==> config.mk <==
export PLATFORM = sky130hd
export DESIGN_NAME = pico16_timer_flat
export DESIGN_NICKNAME = d
export VERILOG_FILES = /design/src/rtl/pico16_timer_if.sv /design/src/rtl/pico16_timer.sv /design/src/flat_wrapper.sv
export SDC_FILE = /design/constraint.sdc
export NUM_CORES = 1
export LEC_CHECK = 0
export BUFFER_PORTS_ARGS = -buffer_cell sky130_fd_sc_hd__buf_2
export CAP_MARGIN = 20
export CORE_MARGIN = 10
export CORE_UTILIZATION = 28
export DETAILED_ROUTE_END_ITERATION = 10
export PLACE_DENSITY = 0.41
export SYNTH_ARGS = -nofsm -noshare
export SYNTH_HDL_FRONTEND = slang
export SYNTH_SLANG_ARGS = --single-unit
==> constraint.sdc <==
create_clock -name clk -period 7.65 [get_ports clk]
set_input_delay 0.765 -clock clk [delete_from_list [all_inputs] [get_ports clk]]
set_output_delay 0.765 -clock clk [all_outputs]
set_load 0.02 [all_outputs]
==> src/rtl/pico16_timer_if.sv <==
// ---------------------------------------------------------------------------
// pico16_timer_if
//   Load/store bus between the PICO16a CPU data port and the timer peripheral.
//
//   addr   3      register select
//   wdata  WIDTH  write data
//   we     1      write strobe, one write per cycle it is high
//   re     1      read strobe
//   rdata  WIDTH  registered read data, returned the cycle after re
//
//   master : the CPU side, drives the request and receives rdata
//   slave  : the timer side, receives the request and drives rdata
// ---------------------------------------------------------------------------
interface pico16_timer_if #(
  parameter int WIDTH = 16
);

  logic [2:0]       addr;
  logic [WIDTH-1:0] wdata;
  logic             we;
  logic             re;
  logic [WIDTH-1:0] rdata;

  modport master (
    output addr,
    output wdata,
    output we,
    output re,
    input  rdata
  );

  modport slave (
    input  addr,
    input  wdata,
    input  we,
    input  re,
    output rdata
  );

endinterface : pico16_timer_if

==> src/rtl/pico16_timer.sv <==
// ---------------------------------------------------------------------------
// pico16_timer
//   Memory-mapped down-counting timer with a prescaler, one-shot or
//   auto-reload operation, a sticky expiry flag and a level interrupt.
//
//   Ports
//     clk       system clock
//     reset     asynchronous, active-high reset
//     bus       slave side of the CPU load/store bus (addr/wdata/we/re/rdata)
//     irq       level interrupt, registered copy of EXP & IE
//     tick_out  high for the one cycle in which the prescaler rolls over
//
//   Register map
//     0 CTRL      [0] EN  [1] AR (auto-reload)  [2] IE, other bits read 0
//     1 PRESCALE  tick every PRESCALE+1 enabled cycles
//     2 RELOAD    value reloaded into COUNT on expiry when AR=1
//     3 COUNT     write loads the counter, read returns the live value
//     4 STATUS    [0] EXP, write 1 to clear
//     5..7        read as 0, writes ignored
// ---------------------------------------------------------------------------
module pico16_timer #(
  parameter int               WIDTH        = 16,
  parameter logic [WIDTH-1:0] PRESCALE_RST = '0
) (
  input  logic                 clk,
  input  logic                 reset,
  pico16_timer_if.slave        bus,
  output logic                 irq,
  output logic                 tick_out
);

  // -------------------------------------------------------------------------
  // Register addresses
  // -------------------------------------------------------------------------
  localparam logic [2:0] ADDR_CTRL     = 3'd0;
  localparam logic [2:0] ADDR_PRESCALE = 3'd1;
  localparam logic [2:0] ADDR_RELOAD   = 3'd2;
  localparam logic [2:0] ADDR_COUNT    = 3'd3;
  localparam logic [2:0] ADDR_STATUS   = 3'd4;

  // The EN bit of CTRL is the state of the timer: IDLE holds COUNT,
  // RUN lets prescaled ticks decrement it.
  typedef enum logic {
    IDLE = 1'b0,
    RUN  = 1'b1
  } state_t;

  state_t           state;
  state_t           state_next;

  logic             ar;          // auto-reload
  logic             ie;          // interrupt enable
  logic             exp_flag;    // sticky expiry flag (STATUS[0])
  logic [WIDTH-1:0] prescale;
  logic [WIDTH-1:0] reload;
  logic [WIDTH-1:0] count;
  logic [WIDTH-1:0] pcnt;        // prescale counter
  logic [WIDTH-1:0] read_mux;

  logic             wr_ctrl;
  logic             wr_prescale;
  logic             wr_reload;
  logic             wr_count;
  logic             wr_status;

  logic             tick;
  logic             expiry;
  logic             pcnt_clear;

  // -------------------------------------------------------------------------
  // Write decode
  // -------------------------------------------------------------------------
  assign wr_ctrl     = bus.we && (bus.addr == ADDR_CTRL);
  assign wr_prescale = bus.we && (bus.addr == ADDR_PRESCALE);
  assign wr_reload   = bus.we && (bus.addr == ADDR_RELOAD);
  assign wr_count    = bus.we && (bus.addr == ADDR_COUNT);
  assign wr_status   = bus.we && (bus.addr == ADDR_STATUS);

  // -------------------------------------------------------------------------
  // State machine: next state and tick/expiry decode
  // -------------------------------------------------------------------------
  always_ff @(posedge clk or posedge reset) begin
    // NOTE: state lives in flops updated with <= so every always_ff sees the
    // values from before the edge, independent of block evaluation order.
    if (reset) begin
      state <= IDLE;
    end else begin
      state <= state_next;
    end
  end

  always_comb begin
    // NOTE: every output of this block gets a value before any branch, so no
    // path through it can leave a signal unassigned and infer a latch.
    state_next = state;
    tick       = 1'b0;
    expiry     = 1'b0;

    case (state)
      IDLE: begin
        tick   = 1'b0;
        expiry = 1'b0;
      end
      RUN: begin
        tick   = (pcnt == prescale);
        // A tick that finds COUNT already at zero is the expiry; COUNT is
        // never decremented from zero.
        expiry = tick && (count == '0);
        if (expiry && !ar) begin
          state_next = IDLE;
        end
      end
      default: state_next = IDLE;
    endcase

    // A CTRL write in the same cycle as a one-shot expiry decides EN.
    if (wr_ctrl) begin
      state_next = bus.wdata[0] ? RUN : IDLE;
    end
  end

  assign tick_out = tick;

  // -------------------------------------------------------------------------
  // Prescaler
  //   Held at 0 whenever the timer is (or is about to be) idle, which also
  //   covers the EN 0->1 restart. Rolls over on a tick and restarts on a
  //   COUNT write so the next tick is a full prescale period away. A PRESCALE
  //   write does not touch it: if the new limit is already behind pcnt, pcnt
  //   runs up to all-ones and wraps naturally.
  // -------------------------------------------------------------------------
  assign pcnt_clear = (state != RUN) || (state_next != RUN) || tick || wr_count;

  always_ff @(posedge clk or posedge reset) begin
    if (reset) begin
      pcnt <= '0;
    end else if (pcnt_clear) begin
      pcnt <= '0;
    end else begin
      pcnt <= pcnt + 1'b1;
    end
  end

  // -------------------------------------------------------------------------
  // Software-visible registers
  // -------------------------------------------------------------------------
  always_ff @(posedge clk or posedge reset) begin
    // NOTE: every register here is a plain flop with a defined reset value;
    // there is no storage array, so nothing is left uninitialised.
    if (reset) begin
      ar       <= 1'b0;
      ie       <= 1'b0;
      prescale <= PRESCALE_RST;
      reload   <= '0;
    end else begin
      if (wr_ctrl) begin
        ar <= bus.wdata[1];
        ie <= bus.wdata[2];
      end
      if (wr_prescale) begin
        prescale <= bus.wdata;
      end
      if (wr_reload) begin
        reload <= bus.wdata;
      end
    end
  end

  // COUNT: a software write beats both the reload and the decrement.
  // On a one-shot expiry COUNT is already zero and simply stays there.
  always_ff @(posedge clk or posedge reset) begin
    if (reset) begin
      count <= '0;
    end else if (wr_count) begin
      count <= bus.wdata;
    end else if (expiry) begin
      if (ar) begin
        count <= reload;
      end
    end else if (tick) begin
      count <= count - 1'b1;
    end
  end

  // EXP: hardware set beats a simultaneous write-1-to-clear.
  always_ff @(posedge clk or posedge reset) begin
    if (reset) begin
      exp_flag <= 1'b0;
    end else if (expiry) begin
      exp_flag <= 1'b1;
    end else if (wr_status && bus.wdata[0]) begin
      exp_flag <= 1'b0;
    end
  end

  // Registered level interrupt: follows EXP & IE one cycle late.
  always_ff @(posedge clk or posedge reset) begin
    if (reset) begin
      irq <= 1'b0;
    end else begin
      irq <= exp_flag && ie;
    end
  end

  // -------------------------------------------------------------------------
  // Read path
  //   The mux looks at register values before the edge, so a read and write
  //   of the same address in one cycle returns the old contents.
  // -------------------------------------------------------------------------
  always_comb begin
    read_mux = '0;
    case (bus.addr)
      ADDR_CTRL:     read_mux = {{(WIDTH-3){1'b0}}, ie, ar, (state == RUN)};
      ADDR_PRESCALE: read_mux = prescale;
      ADDR_RELOAD:   read_mux = reload;
      ADDR_COUNT:    read_mux = count;
      ADDR_STATUS:   read_mux = {{(WIDTH-1){1'b0}}, exp_flag};
      default:       read_mux = '0;
    endcase
  end

  // rdata only changes on a read and holds its value in between.
  always_ff @(posedge clk or posedge reset) begin
    if (reset) begin
      bus.rdata <= '0;
    end else if (bus.re) begin
      bus.rdata <= read_mux;
    end
  end

endmodule : pico16_timer

==> src/flat_wrapper.sv <==
// flat-port wrapper written by rule: the top's interface ports become plain ports
module pico16_timer_flat 
#(
  parameter int               WIDTH        = 16,
  parameter logic [WIDTH-1:0] PRESCALE_RST = '0
)
  (clk, reset, irq, tick_out, bus_addr, bus_wdata, bus_we, bus_re, bus_rdata);
  pico16_timer_if #(.WIDTH(WIDTH)) bus_i ();
  input  logic clk;
  input  logic reset;
  output logic irq;
  output logic tick_out;
  input wire logic [$bits(bus_i.addr)-1:0] bus_addr;
  input wire logic [$bits(bus_i.wdata)-1:0] bus_wdata;
  input wire logic [$bits(bus_i.we)-1:0] bus_we;
  input wire logic [$bits(bus_i.re)-1:0] bus_re;
  output wire logic [$bits(bus_i.rdata)-1:0] bus_rdata;
  assign bus_i.addr = bus_addr;
  assign bus_i.wdata = bus_wdata;
  assign bus_i.we = bus_we;
  assign bus_i.re = bus_re;
  assign bus_rdata = bus_i.rdata;
  pico16_timer #(.WIDTH(WIDTH), .PRESCALE_RST(PRESCALE_RST)) u_core (.clk(clk), .reset(reset), .bus(bus_i), .irq(irq), .tick_out(tick_out));
endmodule
* After elaboration in Yosys (flattened, before gate mapping)
Index checks and enable logic that the tools add are counted.
** Word-level totals
- Output and inout bits :: 18
- Bits of input ports :: 23
- Word-level logic and storage cells :: 52
- Bits in registers :: 85
** Operators by class
- Mux-type cells :: 14
- Reductions and logical operators :: 18
- Bitwise operators :: 2
- Add/sub/neg operators :: 2
- Equality and inequality tests :: 6
** Operators with widths (count)
- 16-bit 2-to-1 mux :: 5
- 16-bit one-hot mux with 5 select lines :: 1
- 16-bit by 1-bit adder with 16-bit output, second input constant :: 1
- 16-bit equality test :: 1
- 16-bit logical NOT :: 1
- 16-bit by 1-bit subtractor with 16-bit output, second input constant :: 1
- 1-bit logical AND :: 9
- 3-bit by 2-bit equality test with 1-bit output, second input constant :: 2
- 1-bit 2-to-1 mux :: 6
- 1-bit one-hot mux with 2 select lines :: 2
- 3-bit by 1-bit equality test with 1-bit output, second input constant :: 1
- 3-bit equality test, second input constant :: 1
- 3-bit logical NOT :: 1
- 1-bit logical OR :: 3
- 3-bit by 1-bit inequality test with 1-bit output, second input constant :: 1
- 3-bit nonzero test :: 1
- 1-bit NOT :: 2
- 2-bit AND reduction :: 1
- 2-bit nonzero test :: 1
- 1-bit logical NOT :: 1

* Depth between registers and ports, before layout
- Depth after elaboration :: 11
- Gate-level depth with buffers :: 9
- Depth with buffers taken out :: 8

* Worst setup path before layout
OpenSTA, ideal clock, no wires.
- Path kind :: reg-to-output
- From :: register u_core.pcnt[4]
- To :: output tick_out
- Data arrival time :: 1667 ps
- Path buffers :: 1
- Cell stages (with the launch flop) :: 7
- Path slack :: 5218 ps
- Data required time :: 6885 ps
- Cells stage by stage :: dfrtp_1 xor2_1 nor4_2 nand4_4 or2_1 buf_2 clkinv_2
** On the way
- Word-level cells in the longest chain between the ends :: 2
** RTL lines
- start, declared :: RTL line pico16_timer.sv:57 : logic [WIDTH-1:0] pcnt;
- start signal, assigned :: RTL line pico16_timer.sv:140 : pcnt <= pcnt + 1'b1;
- 16-bit equality test :: RTL line pico16_timer.sv:105 : tick = (pcnt == prescale);
- 1-bit one-hot mux with 2 select lines :: RTL line pico16_timer.sv:99 : case (state)
- end, declared :: RTL line flat_wrapper.sv:12 : output logic tick_out;
No other way between the ends.

* Worst setup path after layout
- From :: register u_core.pcnt[12]
- To :: output tick_out
Same word-level chain as after synthesis.

==> results.txt <==
- Count of port buffers added during placement: 40
- Worst setup path startpoint: u_core.pcnt[12]
- The number of antenna violations at the first check in global routing was 0.
* Category of the critical setup timing path: reg2out
- For this run, design rule violations remaining after detail routing come to 0.
- For the final database, setup skew stands at 7.45 ps.
* Met2 layer usage reported by global route: 20.0%
- Post-route cell area: 5370 sq um
* Critical Path Sink Type: output pin
- After synthesis the netlist holds a flip-flop and latch count of 85.
- Vias in the first global route: 3,608
- Share of post-route cells with drive strength above 1: 24.4%
- Static Leakage: 2.26 nW
* Placeable Area: 16,000 sq um
- Worst-path cell with the longest stage delay: sky130_fd_sc_hd__nor4_2
- Of the post-synthesis cell area, the dominant cell type holds 46.2%.
- In the routed layout, each cell is associated on average with a via count of 4.97.
- The cell count after synthesis came out at 448.
* Avg WL per Cell: 19.7 um
- Worst VDD drop: 120 uV
- Cell total after placement: 687
- After clock tree synthesis, the flow added hold-fix buffers numbering 0.
- Met3 Resource Use GR: 2.43%
- Prevailing post-synth register cell: sky130_fd_sc_hd__dfrtp_1
* Count of endpoints failing setup in the final report: 0
- Avg Synthesized Cell Area: 10.3 sq um
- The tree built by TritonCTS fans out to 85 sinks.
- The number of setup buffers added after CTS is 0.
- Count of nets left with antenna violations after detail routing: 0
- The count of final max-slew check failures came to 0.
* Number of resized instances in the post-cts repair step: 0
- Clock-pin slew on the worst setup and hold paths: 60 ps
- For this run, the number of Yosys warnings is 0.
* Post-Route WL: 13,900 um
- Post-layout min period: 3330 ps
* HPWL reported at the end of detailed placement: 10,100 um
* Busiest layer in global routing: met2
- RSZ-0062 raised after global routing: no
* Top-level port count: 41
* Maximum single-stage delay on the critical path: 490 ps
* Pre-CTS setup slack: 4320 ps
* CTS Root Cell: sky130_fd_sc_hd__clkbuf_16
- Row generation in the floorplan step produced 46 rows.
- The clock passes through at most 2 buffers.
- Reg2reg start: u_core.pcnt[12]
- The detailed router placed 3,499 vias in this run.
* # diodes: 0
* Worst slew margin relative to its limit: 30.2%
- Power spread over the standard cell area amounts to 267 nW/um^2.
* Top post-synthesis cells by area: sky130_fd_sc_hd__dfrtp_1 46%, sky130_fd_sc_hd__mux2_2 11%, sky130_fd_sc_hd__xor2_1 5.5%
* Final worst slack: 4320 ps
- Sequential fraction of the synthesis area: 46.2%
- Wire length of the first global-routing pass: 22,000 um
* Area Overhead vs Synth: 16.5%
- Data on the critical path arrives at its endpoint at 2560 ps.
* Required time at the worst-slack endpoint: 6880 ps
- The final hold violation count is 0.
* Number of cells in the finished layout apart from fillers: 704
- Net count reported at finish: 509
* Synthesized cell area: 4610 sq um
* Number of buffers inserted during clock tree synthesis: 9
- Initial core utilization: 28.8%
- Setup_tns: 0 ps
- For the pin with the worst max-slew slack, the measured transition is 1040 ps.
- In this run the worst path has a maximum fanout of 9.
* Number of flops mapped to enable cells by yosys: 0
- The first routing iteration left 305 violations.
* Startpoint types: register
- Yosys instantiated no cell more often than sky130_fd_sc_hd__dfrtp_1.
- Maximum number of pins on one net before global-route repair: 61
- At the end of routability-driven placement, the weighted congestion stood at 0.835.
- Horiz. Die Dim: 148 um
- For this run, the share of the core covered by cells in the final layout is 33.6%.
* Asr flop ratio synth: 100%
- When the netlist entered floorplanning its net count stood at 474.
- The clock tree synthesis step divided the H-tree into 3 levels.
- Global routing consumed, on the met1 layer, 17.3% of the routing resources.
- Yosys mapped the design onto 56 distinct sky130hd cell types.
- The path class of the tightest hold or removal check is in2async.
* Fin crit share: 43.5%
- Global routing finished with a remaining overflow of 0.
* Initial DRT Pass Iterations: 4
- Outcome: finished clean
- At the later pin of the worst-skew pair, clock insertion delay measures 350 ps.
- Cell types with the highest counts after synthesis: 85 x sky130_fd_sc_hd__dfrtp_1, 46 x sky130_fd_sc_hd__mux2_2, 39 x sky130_fd_sc_hd__nor2_1
- Global routing used 13.1% of the available tracks.
- sky130_fd_sc_hd__dfrtp_1 takes more of the synthesized area than any other cell.
- Placed Area: 5030 sq um
- In this run the vertical extent of the chip is 148 um.
- Based on the critical path, the design can be clocked at up to 0.301 GHz.
- TritonCTS built the clock tree.
- Max capacitance violation total: 0
- Walking the worst path, the cells encountered are xor2_1 > nor4_2 > nand4_4 > or2_1 > clkinv_2 > buf_2.
- Area of the die: 22,000 sq um
layout by cell type (no fill, tap or decap), types with 6 or more instances in the layout:
cell type,count
sky130_fd_sc_hd__mux2_2,46
sky130_fd_sc_hd__nand3_1,16
sky130_fd_sc_hd__buf_2,40
sky130_fd_sc_hd__nand2_1,37
sky130_fd_sc_hd__a22oi_1,14
sky130_fd_sc_hd__inv_1,24
sky130_fd_sc_hd__xnor2_1,8
sky130_fd_sc_hd__nor3_1,6
sky130_fd_sc_hd__dfrtp_1,85
sky130_fd_sc_hd__o21ai_1,9
sky130_fd_sc_hd__o22ai_1,16
sky130_fd_sc_hd__a21oi_1,17
sky130_fd_sc_hd__xor2_1,29
sky130_fd_sc_hd__clkbuf_16,9
sky130_fd_sc_hd__nor2_1,39
where the power goes:
part | internal, mW | total [mW] | leakage, nW | switching [mW]
Combinational | 0.147 | 0.319 | 1.03 | 0.172
Sequential | 0.527 | 0.628 | 1.08 | 0.101
Clock | 0.296 | 0.487 | 0.152 | 0.191
critical path: cells and delay by family (launching register included):
family / cells / cell delay (ps)
flops: 1 / 430
xor+xnor: 1 / 160
simple gates: 3 / 1190
buf+inv: 2 / 420
state kept, by name (all words and copies together), names as in the netlist:
| signal | count |
|---|---|
| u_core.bus.rdata | 16 |
| u_core.count | 16 |
| u_core.pcnt | 16 |
| u_core.prescale | 16 |
| u_core.reload | 16 |
| u_core.ar | 1 |
| u_core.exp_flag | 1 |
| u_core.ie | 1 |
| u_core.irq | 1 |
| u_core.state | 1 |
kinds of logic after synthesis:
family          Yosys count  synth area share (%)
compound gates           87                  12.7
xor+xnor                 37                  7.03
fa+ha+maj                 3                 0.815
buf+inv                  47                  3.94
flops                    85                  46.2
mux                      53                  13.3
simple gates            136                  16.0
stage by stage:
step	power (mW)	hold WS, ps
CTS	1.45	424
floorplan	0.842	466
global placement	0.955	457
detailed placement	0.959	467
finish	1.43	414
global route	1.51	450
routing by layer:
layer  vias to the layer above  wire length [um]
met5                         -                 0
met4                         0               407
met3                        21               458
met2                        63              6240
met1                      1743              6790
li1                       1672                 -
final timing paths:
path | to | slack [ps] | depth (start not counted)
min in group clk | u_core.bus.rdata[0] | 480 | 1
max | tick_out | 4320 | 6
max in group asynchronous | u_core.pcnt[3] | 6060 | 3
min reg2reg | u_core.bus.rdata[0] | 480 | 1
max reg2reg | u_core.count[7] | 5170 | 6
min | u_core.count[9] | 410 | 2
layout make-up:
cell class	count	area, sq um
Tap cell	216	270
Timing Repair Buffer	45	245
Sequential cell	85	2130
Clock buffer	11	243
Clock inverter	5	83.8
Fill cell	1700	10600
Inverter	26	100
Multi-Input combinational cell	316	2300
No activity file was read; power rests on OpenSTA's default activity.
